<file path="config.mk">
export PLATFORM = sky130hd
export DESIGN_NAME = spi_mem_responder
export DESIGN_NICKNAME = d
export VERILOG_FILES = /design/src/rtl/spi_pkg.sv /design/src/rtl/spi_sync_edge.sv /design/src/rtl/spi_mem_responder.sv
export SDC_FILE = /design/constraint.sdc
export NUM_CORES = 1
export LEC_CHECK = 0
export ABC_AREA = 1
export BUFFER_PORTS_ARGS = -buffer_cell sky130_fd_sc_hd__buf_2
export CAP_MARGIN = 25
export CORE_AREA = 2 2 163 165
export CTS_CLUSTER_DIAMETER = 50
export DETAILED_ROUTE_END_ITERATION = 12
export DIE_AREA = 0 0 165 167
export GPL_TIMING_DRIVEN = 0
export PLACE_DENSITY = 0.68
export REMOVE_ABC_BUFFERS = 1
export SETUP_SLACK_MARGIN = 0.1
export SYNTH_ARGS = -nofsm -noshare
export SYNTH_HDL_FRONTEND = slang
export SYNTH_SLANG_ARGS = --single-unit
export TNS_END_PERCENT = 1
</file>
<file path="constraint.sdc">
create_clock -name clk -period 2.5 [get_ports clk]
set_input_delay 0.5 -clock clk [delete_from_list [all_inputs] [get_ports clk]]
set_output_delay 0.5 -clock clk [all_outputs]
set_load 0.005 [all_outputs]
</file>
<file path="src/rtl/spi_pkg.sv">
// rtl/spi_pkg.sv - shared types and frame constants for the SPI memory responder
//
// Purpose: holds the responder state enum, the default memory depth and the
// bit lengths of each frame field. No ports.
package spi_pkg;

  localparam int DEFAULT_MEM_DEPTH = 32;

  localparam int CMD_BITS  = 1;
  localparam int ADDR_BITS = 8;
  localparam int DATA_BITS = 8;

  typedef enum logic [2:0] {
    IDLE,
    CMD,
    ADDR,
    WDATA,
    RDATA,
    DRAIN
  } state_e;

endpackage

</file>
<file path="src/rtl/spi_sync_edge.sv">
// rtl/spi_sync_edge.sv - multi-flop synchronizer with rise/fall pulse outputs
//
// Purpose: brings one asynchronous input into the clk domain and reports
// single-cycle rise/fall pulses of the synchronized value.
// Ports:
//   clk   in  system clock
//   rst   in  synchronous active-high reset (chain forced to IDLE_VAL)
//   d     in  asynchronous input
//   rise  out one-cycle pulse on a synchronized 0->1 transition
//   fall  out one-cycle pulse on a synchronized 1->0 transition
module spi_sync_edge #(
  parameter int   STAGES   = 2,
  parameter logic IDLE_VAL = 1'b0
) (
  input  logic clk,
  input  logic rst,
  input  logic d,
  output logic rise,
  output logic fall
);

  logic [STAGES-1:0] sync_q, sync_d;
  logic              prev_q, prev_d;
  // Edges are suppressed until the chain and the history flop hold real
  // samples, so a bus level that differs from the reset value does not look
  // like a fresh edge right after reset.
  logic [STAGES:0]   vld_q, vld_d;
  logic              q;

  always_comb begin
    sync_d    = sync_q;
    sync_d[0] = d;
    for (int i = 1; i < STAGES; i++) begin
      sync_d[i] = sync_q[i-1];
    end
    prev_d   = sync_q[STAGES-1];
    vld_d    = '0;
    vld_d[0] = 1'b1;
    for (int i = 1; i <= STAGES; i++) begin
      vld_d[i] = vld_q[i-1];
    end
  end

  always_ff @(posedge clk) begin
    if (rst) begin
      sync_q <= {STAGES{IDLE_VAL}};
      prev_q <= IDLE_VAL;
      vld_q  <= '0;
    end else begin
      sync_q <= sync_d;
      prev_q <= prev_d;
      vld_q  <= vld_d;
    end
  end

  assign q    = sync_q[STAGES-1];
  assign rise = vld_q[STAGES] &  q & ~prev_q;
  assign fall = vld_q[STAGES] & ~q &  prev_q;

endmodule

</file>
<file path="src/rtl/spi_mem_responder.sv">
// rtl/spi_mem_responder.sv - SPI mode-0 responder backed by a small byte register array
//
// Purpose: decodes LSB-first frames {wr, addr[7:0], data[7:0]} from an SPI
// master, writes or reads a byte array and reports completion.
// Ports:
//   clk   in  system clock
//   rst   in  synchronous active-high reset (also clears the array)
//   sclk  in  SPI serial clock, asynchronous to clk
//   cs_n  in  active-low chip select
//   mosi  in  master-to-responder data
//   miso  out responder-to-master data, 0 outside a read data phase
//   done  out one-cycle pulse when a frame completes
//   err   out one-cycle pulse with done when the address is out of range
//   busy  out high while a frame is in progress
module spi_mem_responder
  import spi_pkg::*;
#(
  parameter int MEM_DEPTH   = DEFAULT_MEM_DEPTH,
  parameter int SYNC_STAGES = 2
) (
  input  logic clk,
  input  logic rst,
  input  logic sclk,
  input  logic cs_n,
  input  logic mosi,
  output logic miso,
  output logic done,
  output logic err,
  output logic busy
);

  localparam int AW = (MEM_DEPTH > 1) ? $clog2(MEM_DEPTH) : 1;
  localparam int CW = $clog2((ADDR_BITS > DATA_BITS) ? ADDR_BITS : DATA_BITS);

  logic sclk_rise, sclk_fall, cs_rise, cs_fall;
  logic [SYNC_STAGES-1:0] mosi_sync_q, mosi_sync_d;
  logic mosi_s;

  spi_sync_edge #(.STAGES(SYNC_STAGES), .IDLE_VAL(1'b0)) u_sclk_sync (
    .clk (clk),
    .rst (rst),
    .d   (sclk),
    .rise(sclk_rise),
    .fall(sclk_fall)
  );

  spi_sync_edge #(.STAGES(SYNC_STAGES), .IDLE_VAL(1'b1)) u_cs_sync (
    .clk (clk),
    .rst (rst),
    .d   (cs_n),
    .rise(cs_rise),
    .fall(cs_fall)
  );

  always_comb begin
    mosi_sync_d    = mosi_sync_q;
    mosi_sync_d[0] = mosi;
    for (int i = 1; i < SYNC_STAGES; i++) begin
      mosi_sync_d[i] = mosi_sync_q[i-1];
    end
  end

  assign mosi_s = mosi_sync_q[SYNC_STAGES-1];

  state_e               state_q, state_d;
  logic [CW-1:0]        cnt_q, cnt_d;
  logic                 wr_q, wr_d;
  logic [ADDR_BITS-1:0] addr_q, addr_d;
  logic [DATA_BITS-1:0] data_q, data_d;
  logic [DATA_BITS-1:0] rd_shift_q, rd_shift_d;
  logic                 miso_q, miso_d;
  logic                 done_q, done_d;
  logic                 err_q, err_d;

  logic [DATA_BITS-1:0] mem_q [MEM_DEPTH];
  logic                 mem_we;
  logic [AW-1:0]        mem_waddr;
  logic [DATA_BITS-1:0] mem_wdata;

  // Fields arrive LSB-first, so each new bit enters at the MSB and after a
  // full field the first bit has reached bit 0.
  logic [ADDR_BITS-1:0] addr_shift;
  logic [DATA_BITS-1:0] data_shift;
  assign addr_shift = {mosi_s, addr_q[ADDR_BITS-1:1]};
  assign data_shift = {mosi_s, data_q[DATA_BITS-1:1]};

  function automatic logic in_range(input logic [ADDR_BITS-1:0] a);
    return 32'(a) < MEM_DEPTH;
  endfunction

  always_comb begin
    state_d    = state_q;
    cnt_d      = cnt_q;
    wr_d       = wr_q;
    addr_d     = addr_q;
    data_d     = data_q;
    rd_shift_d = rd_shift_q;
    miso_d     = miso_q;
    done_d     = 1'b0;
    err_d      = 1'b0;
    mem_we     = 1'b0;
    mem_waddr  = addr_q[AW-1:0];
    mem_wdata  = data_shift;

    // Chip-select release outranks any sclk edge in the same cycle: it either
    // ends a drained frame or aborts a partial one without side effects.
    if (state_q != IDLE && cs_rise) begin
      state_d = IDLE;
      miso_d  = 1'b0;
    end else begin
      unique case (state_q)
        IDLE: begin
          if (cs_fall) begin
            state_d = CMD;
            cnt_d   = '0;
          end
        end
        CMD: begin
          if (sclk_rise) begin
            wr_d    = mosi_s;
            cnt_d   = '0;
            state_d = ADDR;
          end
        end
        ADDR: begin
          if (sclk_rise) begin
            addr_d = addr_shift;
            cnt_d  = cnt_q + CW'(1);
            if (cnt_q == CW'(ADDR_BITS - 1)) begin
              cnt_d = '0;
              if (wr_q) begin
                state_d = WDATA;
              end else begin
                state_d    = RDATA;
                rd_shift_d = in_range(addr_shift) ? mem_q[addr_shift[AW-1:0]] : '0;
                miso_d     = 1'b0;
              end
            end
          end
        end
        WDATA: begin
          if (sclk_rise) begin
            data_d = data_shift;
            cnt_d  = cnt_q + CW'(1);
            if (cnt_q == CW'(DATA_BITS - 1)) begin
              cnt_d   = '0;
              mem_we  = in_range(addr_q);
              done_d  = 1'b1;
              err_d   = ~in_range(addr_q);
              state_d = DRAIN;
            end
          end
        end
        RDATA: begin
          if (sclk_rise) begin
            cnt_d = cnt_q + CW'(1);
            if (cnt_q == CW'(DATA_BITS - 1)) begin
              cnt_d   = '0;
              done_d  = 1'b1;
              err_d   = ~in_range(addr_q);
              miso_d  = 1'b0;
              state_d = DRAIN;
            end
          end else if (sclk_fall) begin
            miso_d     = rd_shift_q[0];
            rd_shift_d = {1'b0, rd_shift_q[DATA_BITS-1:1]};
          end
        end
        DRAIN: begin
        end
        default: begin
          state_d = IDLE;
          miso_d  = 1'b0;
        end
      endcase
    end
  end

  always_ff @(posedge clk) begin
    if (rst) begin
      mosi_sync_q <= '0;
      state_q     <= IDLE;
      cnt_q       <= '0;
      wr_q        <= 1'b0;
      addr_q      <= '0;
      data_q      <= '0;
      rd_shift_q  <= '0;
      miso_q      <= 1'b0;
      done_q      <= 1'b0;
      err_q       <= 1'b0;
    end else begin
      mosi_sync_q <= mosi_sync_d;
      state_q     <= state_d;
      cnt_q       <= cnt_d;
      wr_q        <= wr_d;
      addr_q      <= addr_d;
      data_q      <= data_d;
      rd_shift_q  <= rd_shift_d;
      miso_q      <= miso_d;
      done_q      <= done_d;
      err_q       <= err_d;
    end
  end

  always_ff @(posedge clk) begin
    if (rst) begin
      for (int i = 0; i < MEM_DEPTH; i++) begin
        mem_q[i] <= '0;
      end
    end else if (mem_we) begin
      mem_q[mem_waddr] <= mem_wdata;
    end
  end

  assign miso = miso_q;
  assign done = done_q;
  assign err  = err_q;
  assign busy = (state_q != IDLE);

endmodule
</file>
# Yosys cells after proc, flatten, opt, wreduce, memory -nomap -nowiden
# Memory sizes are Yosys's and may differ from the RTL's. A register that Yosys moved wholly into a read port is not among the register bits.
# Index checks and enable logic that the tools add are counted.
dict set report word_totals {
  mem_count 1
  ram_bits 256
  in_bits 5
  register_bits 48
  output_inout_bits 4
}
# memory words width rd rd_clocked_by_memory_dff wr line_no
set mem_list {}
lappend mem_list {mem_q 32 8 1 1 32 spi_mem_responder.sv:75} ;# logic [DATA_BITS-1:0] mem_q [MEM_DEPTH];
dict set report classes {
  addsub 1
  muxes 44
  n_reduce_logical 19
  n_eq_ne 18
  n_bitwise 19
  order_cmp 2
}
# cell count
set op_table {}
lappend op_table {{$mux 8} 7}
lappend op_table {{$mux 3} 11}
lappend op_table {{$mux 1} 19}
lappend op_table {{$lt 8x6->1 const B} 2}
lappend op_table {{$pmux 8 s2} 1}
lappend op_table {{$mux 5} 3}
lappend op_table {{$pmux 3 s5} 1}
lappend op_table {{$ne 2x2->1 const B} 7}
lappend op_table {{$reduce_and 7->1} 2}
lappend op_table {{$not 1->1} 11}
lappend op_table {{$eq 3x3->1 const B} 3}
lappend op_table {{$pmux 3 s3} 1}
lappend op_table {{$reduce_and 3->1} 3}
lappend op_table {{$and 1x1->1} 8}
lappend op_table {{$reduce_or 4->1} 2}
lappend op_table {{$reduce_or 8->1} 1}
lappend op_table {{$eq 3x2->1 const B} 2}
lappend op_table {{$ne 2x1->1 const B} 3}
lappend op_table {{$ne 3x3->1 const B} 2}
lappend op_table {{$reduce_and 6->1} 1}
lappend op_table {{$reduce_bool 3->1} 2}
lappend op_table {{$reduce_and 5->1} 1}
lappend op_table {{$reduce_or 5->1} 1}
lappend op_table {{$reduce_or 2->1} 2}
lappend op_table {{7 further kinds} 7}

# Longest topological paths before layout
# Gate-level depths: netlist (run 1).
dict set report logic_depth {
  word_depth 10
  mapped_depth 11
  ltp_nobuf 11
}

# Modules after synthesis
# A second synthesis (run 1) with hierarchy kept.
dict set report unflattened {
  hier_cells 1455
  hier_area_um2 13644.3
}
# module cells_each area_each_um2 seq_area_each_um2 instances
set by_module_without_submodules {}
lappend by_module_without_submodules {spi_mem_responder 1416 13295.3 8488.1 1}
lappend by_module_without_submodules {{spi_sync_edge at u_sclk_sync} 21 176.4 120.1 1}
lappend by_module_without_submodules {{spi_sync_edge at u_cs_sync} 18 172.7 120.1 1}

# Worst setup path after synthesis (run 1)
# Ideal clock, no wire load.
dict set report synth_timing {
  path_type {in2reg}
  startpoint {input port rst}
  endpoint {memory mem_q[5][0], enable pin}
  t_arrival_ns 1.793
  path_slack_ns 0.378
  cell_stages 8
  setup_time_ns 0.329
  cell_sequence {clkbuf_1 > nor2_4 > nand2_4 > nor2_4 > nand2_4 > nor2_8 > nand2_4 > nand2_1}
}
# item line_no
set synth_rtl {}
lappend synth_rtl {{start: declaration} spi_mem_responder.sv:22} ;# input logic rst,
lappend synth_rtl {{end: declaration} spi_mem_responder.sv:75}

==> results of run 1 <==
-- cell type report --
class	count	area, um^2
Fill cell	2171	10000
Tap cell	335	419
Sequential cell	305	8680
Clock inverter	17	210
Multi-Input combinational cell	1026	4880
Inverter	53	214
Timing Repair Buffer	23	369
Clock buffer	46	980
-- timing repair --
item	4_1_cts	5_1_grt
setup buffers	1	1
endpoints found under the setup margin	208	264
hold buffers	0	0
pin swaps	0	0
gates cloned	1	0
resized for setup	3	44
-- cells in the mapped netlist, types with 2 or more instances --
cell,number,area [um^2]
nor3_1,5,25.0
a21oi_1,38,190
edfxtp_1,256,7690
dfxtp_1,49,981
nor2_2,27,169
nor2_1,261,980
clkinv_1,2,7.51
nand3_1,218,1090
ha_1,2,25.0
nand2_1,395,1480
nor2_8,8,160
inv_1,49,184
nand2_4,36,405
buf_1,10,37.5
or2_2,2,12.5
clkbuf_1,74,278
nor2_4,3,33.8
buf_2,2,10.0
o21ai_0,26,130
inv_2,2,7.51
-- cells in the final DEF, fill, tap and decap left out, types with 3 or more instances in the layout --
cell type | netlist | layout
nor3_1 | 5 | 5
inv_1 | 49 | 42
bufinv_16 | 0 | 5
nor2_1 | 261 | 261
buf_2 | 2 | 8
inv_2 | 2 | 8
buf_8 | 0 | 4
clkbuf_16 | 0 | 37
clkinvlp_4 | 0 | 3
nand3_1 | 218 | 218
nor2_2 | 27 | 27
buf_16 | 0 | 6
nand2_4 | 36 | 45
nand2_2 | 0 | 23
edfxtp_1 | 256 | 256
dfxtp_1 | 49 | 47
nor2_4 | 3 | 3
nor2_8 | 8 | 8
a21oi_1 | 38 | 38
nand2_1 | 395 | 363
buf_12 | 0 | 3
clkinv_2 | 0 | 3
clkbuf_1 | 74 | 7
clkinv_1 | 2 | 7
o21ai_0 | 26 | 26
-- metal layers --
metal,vias to the layer above,part of all wire [%]
met5,-,0
li1,4850,-
met4,0,3.8
met1,4771,40
met2,369,48
met3,99,7.8
-- power groups by stage --
stage	registers [W]	logic [W]	clock network [W]
3_5_place_dp	0.00597	0.00106	0
4_1_cts	0.00587	0.00106	0.00534
3_3_place_gp	0.00597	0.00102	0
2_1_floorplan	0.00595	0.000800	0
5_1_grt	0.00589	0.00122	0.00553
6_report	0.00587	0.00109	0.00529
-- through the flow --
stage / TNS [ps] / area, um^2 / worst slack, ps
3_5_place_dp: -36280 / 14400 / -247
4_1_cts: 0 / 15600 / 37.4
2_1_floorplan: -24150 / 13600 / -3030
5_1_grt: 0 / 15800 / 37.3
3_3_place_gp: -352420 / 14100 / -7280
6_report: 0 / 15800 / 158
-- worst register-to-register path, delay by kind of cell (launching register included) --
kind	cells	cell delay (ps)
buffers and inverters	2	740
AND/OR/NAND/NOR	4	590
flip-flops	1	820
AO/OA/AOI/OAI	1	130
-- registers in the layout, indices dropped and copies added, names as in the netlist, 2 cells and up, named ones only --
| name | cells |
|---|---|
| mem_q | 256 |
| addr_q | 8 |
| rd_shift_q | 8 |
| data_q | 7 |
| cnt_q | 3 |
| state_q | 3 |
| mosi_sync_q | 2 |
| u_cs_sync.sync_q | 2 |
| u_cs_sync.vld_q | 2 |
| u_sclk_sync.sync_q | 2 |
-- worst paths after layout --
check	from	to	slack [ps]	cells after the start
max reg2reg	register	rd_shift_q[7]	160	7
min reg2reg	u_cs_sync.vld_q[0]	u_cs_sync.vld_q[1]	390	2
max	register	rd_shift_q[7]	160	7
min	cs_n	u_cs_sync.sync_q[0]	170	2
-- kinds of logic (layout without fill, tap and decap cells) --
group           after synthesis  after routing  synth area share, %
fa+ha+maj                     2              2                0.179
buf+inv                     139            139                 3.76
simple gates                959            959                 31.6
flops                       305            305                 62.1
compound gates               65             65                 2.35
==> flow_summary.ini, run 1 <==
[run_status]
status = finished clean

[synth]
yosysUniqueCellTypes = 25
syn_avg_cell_area_um2 = 9.49
synth-seq-cells = 305
syn_inst = 1470
synth_warnings = 0
synth_edf_count = 256
synthFlopType = edfxtp_1
synth-seq-area-share_pct = 62.1
synth_async_sr_flop_share_pct = 0
synth_area_um2 = 14000

[floorplan]
io_pins = 9
dieArea_um2 = 27600
fp-row-count = 59
core_region_area_um2 = 25800
start_util_pct = 54.1
die_y_um = 167
die_x_um = 165

[clock_tree]
clock-sinks = 305
cts.path.max_buffers = 3
tritoncts = done
worst_skew_pair.late_latency_ps = 520
htree_levels = 2
numCtsBuffers = 36
cts_root_buffer = clkbuf_16
clk_pin_slew_ps = 50

[finish]
synthToLayoutAreaGrowth_pct = 12.9
drive_above_1_share_pct = 13.3
post-route-util_pct = 61.1
fin_nets = 1452
num_antenna_cells = 0
final_cells = 1805

[sta]
fin_hold_ws_ps = 168
hold_violations = 0
rsz0062_at_grt = true
worst_pin_slew_ps = 923
max_freq_ghz = 0.427
finalMaxSlewViolations = 0
fin_skew_ps = 12.4
post-route-period-util_pct = 93.7
setup_viol = 0
period_needed_ps = 2340
timing.slew.headroom_pct = 38.5

[global_routing]
gr-usage-met3_pct = 4.41
grt_pass1_wl_um = 52500
grt_pass1_vias = 9880
antenna_found_initial = 0
grt_max_degree = 69
grt_use_met1_pct = 33.3
met2_usage_pct = 40.4
overflow = 0
track_usage_pct = 25.0
grt_busiest_layer = met2

[power]
switchingPower_w = 0.00289
ir_drop_mv = 0.551
clkPwrFrac_pct = 43.2
power.density_nw_per_um2 = 778
cellLeakagePower_nw = 6.20
combinationalPowerShare_pct = 8.9
power.internal_w = 0.00937
power.total_w = 0.0123
pwr-share-seq_pct = 47.9
switching_share_pct = 23.6

[critical_path]
crit_chain = inv_1, buf_16, nand3_1, nand3_1, nand3_1, nand3_1, a21oi_1
end_kind = register
criticalPathCategory = reg2reg
crit_buf_inv = 2
worst_ep_arrival_time_ps = 2790
crit_required_ps = 2940
slowest_delay_ps = 820
path_delay_family = flip-flops
crit_top_cell = nand3_1
crit_fanout = 24
cpMaxStageDelayCell = dfxtp_1
start_kind = register

[drt]
wl_um = 33900
drcViolationCount = 0
ant_nets = 0
routedWlPerCell_um = 18.8
num_vias = 10100
vias_per_cell = 5.59
drt_iter0_drc = 1357
drt_pass1_iterations = 5

[place]
hpwlAfterDp_um = 20300
portBuffers = 8
post-place-cells = 1739
gp_congestion = 0.883

[flow_run]
drv_cap = 0

[min_path]
worstHoldPathType = in2reg
No activity file was read; power rests on OpenSTA's default activity.
==> run 2: changes to the inputs <==
--- a/config.mk
+++ b/config.mk
@@ -13,7 +13,7 @@
 export DETAILED_ROUTE_END_ITERATION = 12
 export DIE_AREA = 0 0 165 167
 export GPL_TIMING_DRIVEN = 0
-export PLACE_DENSITY = 0.68
+export PLACE_DENSITY = 0.7
 export REMOVE_ABC_BUFFERS = 1
 export SETUP_SLACK_MARGIN = 0.1
 export SYNTH_ARGS = -nofsm -noshare
==> constraint.sdc (replaced) <==
create_clock -name clk -period 2.1 [get_ports clk]
set_input_delay 0.42 -clock clk [delete_from_list [all_inputs] [get_ports clk]]
set_output_delay 0.42 -clock clk [all_outputs]
set_load 0.005 [all_outputs]
==> run 2 against run 1 <==
Effect of this change: the flow now finishes with violations (setup timing); die area stayed put; design area increased by 5.3%; global-route usage up 0.51 points.
==> flow_summary.ini, run 2 (synthesized netlist as in run 1, its figures left out) <==
[floorplan]
die_y_um = 167
core_region_area_um2 = 25800
dieArea_um2 = 27600
fp-row-count = 59
die_x_um = 165
start_util_pct = 54.1
io_pins = 9

[sta]
rsz0062_at_grt = true
setup_viol = 36
post-route-period-util_pct = 101
finalMaxSlewViolations = 0
max_freq_ghz = 0.471
fin_skew_ps = 14.3
fin_hold_ws_ps = 86.3
fin_ws_ps = -21.6
hold_violations = 0
worst_pin_slew_ps = 981
timing.slew.headroom_pct = 34.5
period_needed_ps = 2120

[finish]
regMostFlops = mem_q
drive_above_1_share_pct = 18.0
layout_commonest_cell = nand2_1
fin_nets = 1488
synthToLayoutAreaGrowth_pct = 18.8
regArea_um2 = 8690
top_regs = mem_q: 256 flops, addr_q: 8 flops, rd_shift_q: 8 flops
final_cell_mix = 361 x nand2_1, 256 x edfxtp_1, 246 x nor2_1
multiInputGateArea_um2 = 5360
largest_register_ffs = 256
num_antenna_cells = 0
n_fill_cell = 1999

[clock_tree]
worst_skew_pair.late_latency_ps = 520
cts_root_buffer = clkbuf_16
tritoncts = done
htree_levels = 2
cts_hold_buf = 0
numCtsBuffers = 37
cts.path.max_buffers = 3
clock-sinks = 305
clk_pin_slew_ps = 60

[critical_path]
start_kind = register
crit_end = mem_q[21][2]
worst_ep_arrival_time_ps = 2340
crit_required_ps = 2320
criticalPathCategory = reg2reg
r2r_start = state_q[0]
critPathLaunch = state_q[0]
rr_worst_depth = 12
ff2ff_setup_slack_ps = -20
end_kind = register
r2r-end = mem_q[21][2]
crit_fanout = 8

[min_path]
min_from = cs_n
worstHoldPathType = in2reg

[place]
portBuffers = 8
gp_congestion = 0.825
hpwlAfterDp_um = 19800

[global_routing]
antenna_found_initial = 0
track_usage_pct = 25.5
grt_max_degree = 66
grt_pass1_wl_um = 53500
grt_pass1_vias = 9845
overflow = 0

[power]
cellLeakagePower_nw = 6.33
ir_drop_mv = 0.681
power.total_w = 0.0146
power.density_nw_per_um2 = 882

[drt]
num_vias = 10300
wl_um = 34900
drcViolationCount = 0
drt_pass1_iterations = 6
drt_iter0_drc = 1146
routedWlPerCell_um = 18.9
vias_per_cell = 5.60
ant_nets = 0

[flow_run]
drv_cap = 0

[run_status]
status = finished, violations left
violations = setup timing
run 2: cell types whose count changed in the layout (fill, tap and decap cells not counted), moves of 5 or more:
cell,before,now
clkinv_2,3,16
clkinv_1,7,2
nor2_1,261,246
dfxtp_1,47,42
nand2_2,23,2
nor2_2,27,38
buf_6,1,9
buf_4,0,22
nand2_4,45,40
nand2_8,0,29
run 2: timing repair:
action                                  4_1_cts  5_1_grt
pin swaps                                    15       16
buffers inserted                             21       16
cloned                                        1        1
endpoints found under the hold margin         0        0
resized for setup                           107       43
endpoints found under the setup margin      317      468
run 2: layer usage:
| metal | wire (um) | GRT usage, % | vias up |
|---|---|---|---|
| li1 | - | - | 4918 |
| met1 | 14100 | 34.3 | 4912 |
| met2 | 17300 | 42.5 | 413 |
| met3 | 2580 | 4.08 | 76 |
| met4 | 971 | 8.24 | 0 |
| met5 | 0 | 0 | - |
run 2: critical path, cell delays in order, from the launching register on:
cell and delay [ps]:
dfxtp_4 360, nor2_4 140, nand2_4 70, nand4_4 90
inv_4 60, nor2_4 110, nand2_4 70, nor2_4 220
nand2_8 150, nor2_8 190, buf_12 150, nand2_8 70
nand2_8 130
run 2: final cells by class:
| type | instances | share of cell area (%) |
|---|---|---|
| repair buffers | 57 | 4.22 |
| inverters | 53 | 1.47 |
| clock buffers | 44 | 6.14 |
| multi-input cells | 1027 | 32.3 |
| well taps | 335 | 2.53 |
| clock inverters | 23 | 0.943 |
| flip-flops and latches | 305 | 52.4 |
run 2: worst min-delay path by stage:
stage,end,slack (ps),cells after the start
after floorplan,mosi_sync_q[1],390,2
after global placement,u_cs_sync.sync_q[1],390,1
after detailed placement,u_sclk_sync.sync_q[1],400,2
after CTS,u_cs_sync.sync_q[0],80,2
after global routing,u_cs_sync.sync_q[0],80,2
final,u_cs_sync.sync_q[0],90,2
run 2: where the power goes:
group / total [W] / switching [W] / internal [W]
logic: 0.00151 / 0.000974 / 0.000534
clock network: 0.00610 / 0.00250 / 0.00361
registers: 0.00702 / 0.000158 / 0.00686
run 2: stage by stage:
| step | setup slack [ps] | area (um^2) | instances | setup TNS, ps | utilization, % |
|---|---|---|---|---|---|
| floorplan | -3430 | 13600 | 1384 | -27810 | - |
| global placement | -7390 | 14100 | 1727 | -454420 | 54.7 |
| detailed placement | -606 | 14300 | 1738 | -133520 | 55.6 |
| CTS | -77.8 | 16200 | 1827 | -7220 | 63.0 |
| global route | -102 | 16600 | 1844 | -17420 | 64.4 |
| finish | -21.6 | 16600 | 1844 | -346 | 64.4 |
==> run 3: changes to the inputs <==
--- a/config.mk
+++ b/config.mk
@@ -13,7 +13,7 @@
 export DETAILED_ROUTE_END_ITERATION = 12
 export DIE_AREA = 0 0 165 167
 export GPL_TIMING_DRIVEN = 0
-export PLACE_DENSITY = 0.7
+export PLACE_DENSITY = 0.78
 export REMOVE_ABC_BUFFERS = 1
 export SETUP_SLACK_MARGIN = 0.1
 export SYNTH_ARGS = -nofsm -noshare
==> run 3 against run 2 <==
Effect of this change: the flow still finishes with violations (setup timing); sequential share of layout area fell by 0.28 points; register-to-register slack worse by 120 ps; highest routed layer unchanged; critical path depth fell by 1; combinational power increased by 4%; critical endpoint is now mem_q[21][5]; die area stayed put; clock skew shrank 1.4 ps; sequential power is essentially flat; via count grew 4.2%; global-route usage shrank 0.13 points; hold slack worse by 50 ps; utilization grew 0.38 points.
==> flow_summary.ini, run 3 (synthesized netlist as in run 1, its figures left out) <==
[run_status]
status = finished, violations left
violations = setup timing

[floorplan]
dieArea_um2 = 27600
die_y_um = 167
fp-row-count = 59
core_region_area_um2 = 25800
io_pins = 9
die_x_um = 165
start_util_pct = 54.1

[sta]
post-route-period-util_pct = 107
setup_tns_ps = -27160
max_freq_ghz = 0.446
fin_skew_ps = 12.8
fin_ws_ps = -141
rsz0062_at_grt = true
worst_pin_slew_ps = 1040
period_needed_ps = 2240
setup_viol = 334
finalMaxSlewViolations = 0
hold_violations = 0
timing.slew.headroom_pct = 30.8

[finish]
top_regs = mem_q: 256 flops, addr_q: 8 flops, rd_shift_q: 8 flops
final_cells = 1845
synthToLayoutAreaGrowth_pct = 19.5
drive_above_1_share_pct = 20.3
largest_register_ffs = 256
final_cell_mix = 350 x nand2_1, 256 x edfxtp_1, 224 x nor2_1
n_fill_cell = 1861
fin_nets = 1493
num_antenna_cells = 0
layout_commonest_cell = nand2_1
regMostFlops = mem_q

[drt]
drt_pass1_iterations = 6
wl_um = 36100
vias_per_cell = 5.83
routedWlPerCell_um = 19.6
drt_iter0_drc = 1776
drcViolationCount = 0
ant_nets = 0
num_vias = 10800

[critical_path]
crit_fanout = 8
r2r_start = cnt_q[0]
rr_worst_depth = 11
r2r-end = mem_q[21][5]
crit_required_ps = 2360
start_kind = register
worst_ep_arrival_time_ps = 2500
ff2ff_setup_slack_ps = -140
criticalPathCategory = reg2reg
end_kind = register

[min_path]
hold_depth = 2
worstHoldPathType = in2reg
min_from = cs_n
min_to = u_cs_sync.sync_q[0]

[power]
power.internal_w = 0.0106
ir_drop_mv = 0.750
cellLeakagePower_nw = 6.29
clkPwrFrac_pct = 39.0
pwr-share-seq_pct = 49.8
combinationalPowerShare_pct = 11.1
switching_share_pct = 24.9
power.density_nw_per_um2 = 846
switchingPower_w = 0.00351

[clock_tree]
tritoncts = done
cts_root_buffer = clkbuf_16
htree_levels = 1
cts.path.max_buffers = 3
clk_pin_slew_ps = 60
worst_skew_pair.late_latency_ps = 570
numCtsBuffers = 31
clock-sinks = 305
cts_hold_buf = 0

[global_routing]
grt_max_degree = 87
grt_pass1_vias = 10200
track_usage_pct = 25.4
grt_pass1_wl_um = 54400
overflow = 0
antenna_found_initial = 0

[place]
hpwlAfterDp_um = 21100
gp_congestion = 0.906
post-place-cells = 1743
portBuffers = 8

[flow_run]
drv_cap = 0
## run 3: layout make-up
| cell class | instances | area, um^2 | area share (%) |
|---|---|---|---|
| inverter | 53 | 234 | 1.40 |
| clock inverter | 18 | 179 | 1.07 |
| multi-input combinational | 1026 | 5440 | 32.6 |
| timing repair buffer | 69 | 873 | 5.24 |
| sequential | 305 | 8690 | 52.1 |
| tap | 335 | 419 | 2.51 |
| clock buffer | 39 | 840 | 5.03 |
## run 3: stage by stage
stage | total power (W) | area (um^2) | hold slack (ps) | worst slack [ps] | utilization (%)
after floorplan | 0.00803 | 13600 | 388 | -3430 | -
after global placement | 0.00831 | 14100 | 398 | -7430 | 54.7
after detailed placement | 0.00838 | 14500 | 395 | -448 | 56.2
after CTS | 0.0139 | 16200 | 34.7 | -60.3 | 62.9
after global routing | 0.0145 | 16700 | 41.6 | -203 | 64.7
final | 0.0141 | 16700 | 36.0 | -141 | 64.7
## run 3: power groups by stage
stage	Sequential [W]	Clock (W)	Combinational, W
2_1_floorplan	0.00708	0	0.000953
3_3_place_gp	0.00711	0	0.00120
3_5_place_dp	0.00712	0	0.00126
4_1_cts	0.00701	0.00549	0.00143
5_1_grt	0.00706	0.00572	0.00173
6_report	0.00703	0.00550	0.00157
## run 3: how the worst max path moves through the flow
stage / endpoint / start / slack, ps / cells after the start
after floorplan: rd_shift_q[7] / register / -3430 / 7
after global placement: rd_shift_q[2] / register / -7430 / 9
after detailed placement: mem_q[15][1] / rst / -450 / 3
after CTS: mem_q[16][7] / cnt_q[1] / -60 / 10
after global routing: mem_q[23][3] / addr_q[7] / -200 / 11
final: mem_q[21][5] / cnt_q[0] / -140 / 11
## run 3: layer usage
metal / vias to the layer above / global-route usage [%] / part of all wire [%]
met5: - / 0 / 0
met3: 98 / 2.67 / 8.0
li1: 4921 / - / -
met2: 587 / 43.2 / 51
met1: 5146 / 33.9 / 38
met4: 0 / 8.92 / 3.3
## run 3: critical path, cell delays in order, from the launching register on
cell and delay (ps):
dfxtp_4 370, ha_4 140, ha_4 120, nand4_1 150, inv_2 130, nand2_4 60
nor2_4 240, nand2_8 160, nor2_8 180, buf_12 160, nand2_8 80, nand2_8 160
## run 3: what timing repair did
action                                  4_1_cts  5_1_grt
cloned                                        0        1
pin swaps                                    20       13
buffers inserted                             28       16
endpoints found under the setup margin      337      536
gates resized for setup                     109       84
